**src/rtl/snow64_scalar_line_access_unit.sv**
```systemverilog
// snow64_scalar_line_access_unit: one-at-a-time scalar load/store engine over 256-bit LAR lines.
// Reads the line, then either extracts and extends the scalar or merges it and writes the line back.
module snow64_scalar_line_access_unit #(
    parameter int LAR_IDX_W  = 4,
    parameter int RD_LATENCY = 1
) (
    input  logic                 clk,
    input  logic                 rst_n,
    input  logic                 req_valid,
    output logic                 req_ready,
    input  logic                 req_is_write,
    input  logic [LAR_IDX_W-1:0] req_lar_idx,
    input  logic [1:0]           req_data_type,
    input  logic [1:0]           req_int_type_size,
    input  logic [4:0]           req_data_offset,
    input  logic [63:0]          req_scalar,
    output logic                 line_rd_en,
    output logic [LAR_IDX_W-1:0] line_rd_idx,
    input  logic [255:0]         line_rd_data,
    output logic                 line_wr_en,
    output logic [LAR_IDX_W-1:0] line_wr_idx,
    output logic [255:0]         line_wr_data,
    output logic                 resp_valid,
    input  logic                 resp_ready,
    output logic [63:0]          resp_scalar,
    output logic                 resp_was_write,
    output logic                 resp_err
);
    localparam int CNT_W = 3;

    typedef enum logic [2:0] {IDLE, RD_WAIT, EXTRACT, MERGE, RESP} state_t;

    state_t               state_q, state_d;
    logic                 is_write_q, is_write_d;
    logic [LAR_IDX_W-1:0] lar_idx_q, lar_idx_d;
    logic [1:0]           data_type_q, data_type_d;
    logic [1:0]           size_log_q, size_log_d;
    logic [4:0]           offset_q, offset_d;
    logic [63:0]          scalar_q, scalar_d;
    logic [255:0]         line_q, line_d;
    logic [CNT_W-1:0]     cnt_q, cnt_d;
    logic [63:0]          resp_scalar_q, resp_scalar_d;
    logic                 resp_err_q, resp_err_d;

    logic                 reserved;
    logic [7:0]           bit_sh;
    logic [63:0]          elem_mask, raw, extracted;
    logic                 sgn;
    logic [255:0]         merged;

    assign reserved = req_data_type == 2'd3;

    // Element-aligned bit position: clear the offset bits below the element size.
    always_comb begin
        bit_sh    = {req_data_offset & 5'd0, 3'd0};
        bit_sh    = {offset_q & ~((5'd1 << size_log_q) - 5'd1), 3'd0};
        elem_mask = size_log_q == 2'd0 ? 64'hFF :
                    size_log_q == 2'd1 ? 64'hFFFF :
                    size_log_q == 2'd2 ? 64'hFFFF_FFFF : '1;
        raw       = 64'(line_q >> bit_sh) & elem_mask;
        sgn       = size_log_q == 2'd0 ? raw[7] :
                    size_log_q == 2'd1 ? raw[15] :
                    size_log_q == 2'd2 ? raw[31] : raw[63];
        extracted = (data_type_q == 2'd1 && sgn) ? (raw | ~elem_mask) : raw;
        merged    = (line_q & ~({192'd0, elem_mask} << bit_sh)) |
                    ({192'd0, scalar_q & elem_mask} << bit_sh);
    end

    always_comb begin
        state_d       = state_q;
        is_write_d    = is_write_q;
        lar_idx_d     = lar_idx_q;
        data_type_d   = data_type_q;
        size_log_d    = size_log_q;
        offset_d      = offset_q;
        scalar_d      = scalar_q;
        line_d        = line_q;
        cnt_d         = cnt_q;
        resp_scalar_d = resp_scalar_q;
        resp_err_d    = resp_err_q;
        case (state_q)
            IDLE: if (req_valid) begin
                is_write_d    = req_is_write;
                lar_idx_d     = req_lar_idx;
                data_type_d   = req_data_type;
                size_log_d    = req_data_type == 2'd2 ? 2'd1 : req_int_type_size;
                offset_d      = req_data_offset;
                scalar_d      = req_scalar;
                resp_scalar_d = '0;
                resp_err_d    = reserved;
                cnt_d         = CNT_W'(RD_LATENCY);
                state_d       = reserved ? RESP : RD_WAIT;
            end
            RD_WAIT: begin
                cnt_d = cnt_q - 3'd1;
                if (cnt_d == '0) begin
                    line_d  = line_rd_data;
                    state_d = is_write_q ? MERGE : EXTRACT;
                end
            end
            EXTRACT: begin
                resp_scalar_d = extracted;
                state_d       = RESP;
            end
            MERGE: state_d = RESP;
            RESP: if (resp_ready) state_d = IDLE;
            default: state_d = IDLE;
        endcase
    end

    always_ff @(posedge clk or negedge rst_n) begin
        if (!rst_n) begin
            state_q       <= IDLE;
            is_write_q    <= 1'b0;
            lar_idx_q     <= '0;
            data_type_q   <= '0;
            size_log_q    <= '0;
            offset_q      <= '0;
            scalar_q      <= '0;
            line_q        <= '0;
            cnt_q         <= '0;
            resp_scalar_q <= '0;
            resp_err_q    <= 1'b0;
        end else begin
            state_q       <= state_d;
            is_write_q    <= is_write_d;
            lar_idx_q     <= lar_idx_d;
            data_type_q   <= data_type_d;
            size_log_q    <= size_log_d;
            offset_q      <= offset_d;
            scalar_q      <= scalar_d;
            line_q        <= line_d;
            cnt_q         <= cnt_d;
            resp_scalar_q <= resp_scalar_d;
            resp_err_q    <= resp_err_d;
        end
    end

    // The read is issued in the accept cycle itself; reserved types never touch the line.
    assign req_ready      = state_q == IDLE;
    assign line_rd_en     = req_ready && req_valid && !reserved;
    assign line_rd_idx    = line_rd_en ? req_lar_idx : '0;
    assign line_wr_en     = state_q == MERGE;
    assign line_wr_idx    = lar_idx_q;
    assign line_wr_data   = line_wr_en ? merged : '0;
    assign resp_valid     = state_q == RESP;
    assign resp_scalar    = resp_scalar_q;
    assign resp_was_write = is_write_q;
    assign resp_err       = resp_err_q;
endmodule

```
**config.mk**
```make
export PLATFORM = sky130hd
export DESIGN_NAME = snow64_scalar_line_access_unit
export DESIGN_NICKNAME = d
export VERILOG_FILES = /design/src/rtl/snow64_scalar_line_access_unit.sv
export SDC_FILE = /design/constraint.sdc
export NUM_CORES = 1
export LEC_CHECK = 0
export ABC_CLOCK_PERIOD_IN_PS = 8000
export CORE_AREA = 2 2 265 267
export CTS_CLUSTER_SIZE = 14
export DETAILED_ROUTE_END_ITERATION = 8
export DIE_AREA = 0 0 267 269
export PLACE_DENSITY = 0.74
export SETUP_SLACK_MARGIN = 0.15
export SYNTH_ARGS = -nofsm -noshare
export SYNTH_HDL_FRONTEND = slang
export SYNTH_SLANG_ARGS = --single-unit
```
**constraint.sdc**
```tcl
create_clock -name clk -period 8 [get_ports clk]
set_input_delay 1.2 -clock clk [delete_from_list [all_inputs] [get_ports clk]]
set_output_delay 1.2 -clock clk [all_outputs]
set_load 0.02 [all_outputs]
```
==> impl_metrics.yaml <==
floorplanning:
  die_area_um2: 71800
  fp.dieW_um: 267
  io_pins: 672
  start_util: 0.404
  core_area_um2: 69300
  die_y_um: 269
  rows: 97
synth:
  ys_seq_area_frac: 0.362
  synth_compound_area_frac: 0.166
  synthMuxAreaShare: 0.286
  synth-edff-count: 0
  synth-adder-area-share: 0.000893
  synth_xor_area_frac: 0.000313
  syn_avg_cell_area_um2: 9.29
  synth-simple-area-share: 0.145
  synth_top_family_by_area: "multiplexers"
  ys_types: 68
  synth-warning-count: 0
  syn_area_um2: 28000
  syn-instance-count: 3015
  async_flop_share: 1.00
  synth_nets: 3355
  yosys_most_used_dff: "dfrtp_1"
  ys_seq_elements: 405
cts:
  cts_tree: "done"
  clock_path_buffers: 3
  cts_setup_buffers: 0
  ctsHoldBuffers: 0
  cts_resized: 0
  cts-htree-levels: 2
  cts_sinks: 405
  cts_buffers: 46
  cts_root_buf: "clkbuf_16"
  clock_latency_ps: 630
  path_clk_slew_ps: 60
timing:
  finalSetupViolations: 0
  period_share: 0.782
  worst_slew_pin_slew_ps: 1490
  whs_ps: 477
  fmaxAchievable_mhz: 160
  setup-tns-final_ps: 0
  drv_slew: 0
  skew_ps: 38.8
  slew_headroom: 0.00309
  hold_viol: 0
  period_minus_slack_ps: 6260
  rsz0062_at_grt: "false"
worst_setup_path:
  worstPathCellList: "nand2b_4 > nor2_1 > a22o_1 > a22o_1 > a22oi_1 > nor2_1 > clkdlybuf4s50_1"
  worstPathArrival_ps: 5060
  cp_slowest_stage_delay_ps: 1040
  cp-end-kind: "output pin"
  critical_path.max_fanout: 54
  required_ps: 6800
  cp-start-kind: "flop"
  crit_type: "flop to output pin"
  slowest_stage: "nor2_1"
pwr:
  power.share.clock: 0.113
  p_switching_mw: 11.3
  seq_power_share: 0.279
  p_per_area_nw_per_um2: 546
  p_comb_frac: 0.608
  peakVddDrop_uv: 280
  power_leakage_nw: 15.8
  power.internal_mw: 8.94
  p_sw_frac: 0.558
global_routing:
  antenna_found_initial: 19
  grt_util_all_layers: 0.480
  grt_max_degree: 158
  grt_first_pass_wirelength_um: 238000
  grt.overflow.total: 0
  grt_pass1_vias: 29500
layout:
  fillCellCount: 6419
  drive_above_1_share: 0.144
  syn_to_final_growth_pct: 32.2
  final_util: 0.534
  final_nets: 3878
  design_area_um2: 37000
  fin_cells: 4523
routing:
  drc_errors: 0
  finalWirelength_um: 178000
  drt-vias-per-instance: 6.86
  postRouteAntennaNets: 0
  vias: 31000
  wl_per_cell_um: 39.3
  dr.pass1.iters: 7
  drt_iter0_markers: 5145
min_path:
  hp-class: "flop to flop"
placed_design:
  dpl_cell_area_um2: 35400
  port_buffers: 671
  dp_hpwl_um: 137000
  place_congestion: 1.11
  dp_cells: 4430
status:
  status: "finished, violations left"
  violations: "max-capacitance violations"
flow_run:
  maxCapViolations: 1
[layout by cell type, fill, tap and decap left out, types with 9 or more instances in the layout]
cell / Yosys / routed
a31oi_1: 10 / 10
and3_1: 42 / 42
nor2_1: 274 / 266
nor3_1: 16 / 16
dfrtp_1: 405 / 404
mux2_2: 265 / 265
buf_4: 5 / 56
clkbuf_16: 0 / 46
nand2_1: 595 / 593
a221oi_1: 10 / 10
o22ai_1: 38 / 38
clkinv_2: 0 / 9
a22o_1: 49 / 49
mux4_2: 85 / 85
a22oi_1: 239 / 239
a211oi_1: 20 / 20
clkdlybuf4s50_1: 0 / 670
clkbuf_1: 162 / 9
o221ai_1: 11 / 11
nand3_1: 28 / 28
diode_2: 0 / 11
a21oi_1: 117 / 117
mux2i_1: 310 / 310
o21ai_0: 117 / 117
[cell type report]
class	instances	area (um2)	area share
sequential	405	10100	0.274
clock inverter	21	309	0.00835
clock buffer	61	1270	0.0342
tap	940	1180	0.0318
multi-input combinational	2344	16800	0.454
inverter	8	30.0	0.000811
timing repair buffer	733	7260	0.196
antenna	11	27.5	0.000744
[metrics by stage]
step / power, mW / setup slack (ps)
after CTS: 19.3 / 2030
after global routing: 20.4 / 1810
after floorplan: 11.1 / 4110
after detailed placement: 17.0 / 2630
final: 20.2 / 1740
after global placement: 17.0 / 2680
[cell families (layout without fill, tap and decap cells)]
family	after synthesis	after routing
flip-flops	405	405
buffers and inverters	266	823
adder cells (fa/ha/maj)	2	2
other	0	11
XOR/XNOR	1	1
AO/OA/AOI/OAI	681	681
multiplexers	660	660
AND/OR/NAND/NOR	1000	1000
[synth_stat cells, drive strengths merged, types with 3 or more instances]
library cell | number | area [um2]
and3 | 42 | 263
inv | 8 | 30.0
clkbuf | 165 | 623
and2 | 8 | 50.1
buf | 93 | 475
o2bb2ai | 7 | 61.3
nor3 | 16 | 80.1
o21bai | 4 | 30.0
nand3 | 28 | 140
a2111oi | 4 | 37.5
a32o | 5 | 50.1
nand2b | 5 | 31.3
o21ai | 124 | 621
or2 | 9 | 56.3
nand2 | 595 | 2230
a31oi | 10 | 62.6
mux2 | 265 | 2980
a221o | 8 | 80.1
a211oi | 20 | 150
mux4 | 85 | 1910
or3 | 3 | 18.8
nand3b | 3 | 22.5
o211ai | 4 | 30.0
a211o | 8 | 70.1
a221oi | 10 | 87.6
o22ai | 38 | 238
a21oi | 118 | 594
mux2i | 310 | 3100
dfrtp | 405 | 10100
a22oi | 239 | 1790
a22o | 49 | 429
nor2 | 274 | 1030
nor2b | 3 | 21.3
o221ai | 11 | 96.3
nor3b | 4 | 41.3
[per-layer routing]
layer	vias up	track usage	wire, um
li1	12100	-	-
met1	15400	0.584	63400
met2	2783	0.677	72700
met3	773	0.202	25400
met4	16	0.352	15900
met5	-	0	119
[final timing paths]
path / start / to / slack [ps] / cells past startpoint
worst max-delay path: size_log_q[1]$_DFFE_PN0P_ / line_wr_data[52] / 1740 / 7
worst min-delay path: resp_scalar[37]$_DFFE_PN0P_ / resp_scalar[37]$_DFFE_PN0P_ / 480 / 2
worst max register to register: size_log_q[1]$_DFFE_PN0P_ / resp_scalar[10]$_DFFE_PN0P_ / 2940 / 9
worst min register to register: resp_scalar[37]$_DFFE_PN0P_ / resp_scalar[37]$_DFFE_PN0P_ / 480 / 2
max in group asynchronous: rst_n / line_q[183]$_DFFE_PN0P_ / 6110 / 2
min in group asynchronous: rst_n / line_q[66]$_DFFE_PN0P_ / 590 / 1
[power by group through the flow]
stage | logic, mW | registers (mW) | clock network, mW
5_1_grt | 12.5 | 5.45 | 2.36
4_1_cts | 11.7 | 5.31 | 2.28
3_5_place_dp | 11.7 | 5.34 | 0
6_report | 12.3 | 5.64 | 2.28
2_1_floorplan | 7.21 | 3.94 | 0
3_3_place_gp | 11.7 | 5.35 | 0
[registers in the layout (all words and copies together), names as in the netlist, 2 cells and up]
name	flops
cnt_q	3
line_wr_idx	4
line_q	256
resp_scalar	64
data_type_q	2
state_q	3
scalar_q	64
offset_q	5
size_log_q	2
[worst max-delay path, delay by kind of cell, from the launching register on]
kind / cells / cell delay, ps
AOI/OAI and AO/OA: 3 / 1380
buffers and inverters: 1 / 670
DFF: 1 / 470
and+or+nand+nor: 3 / 1910
Note: power is estimated with default switching activity, not from simulation.
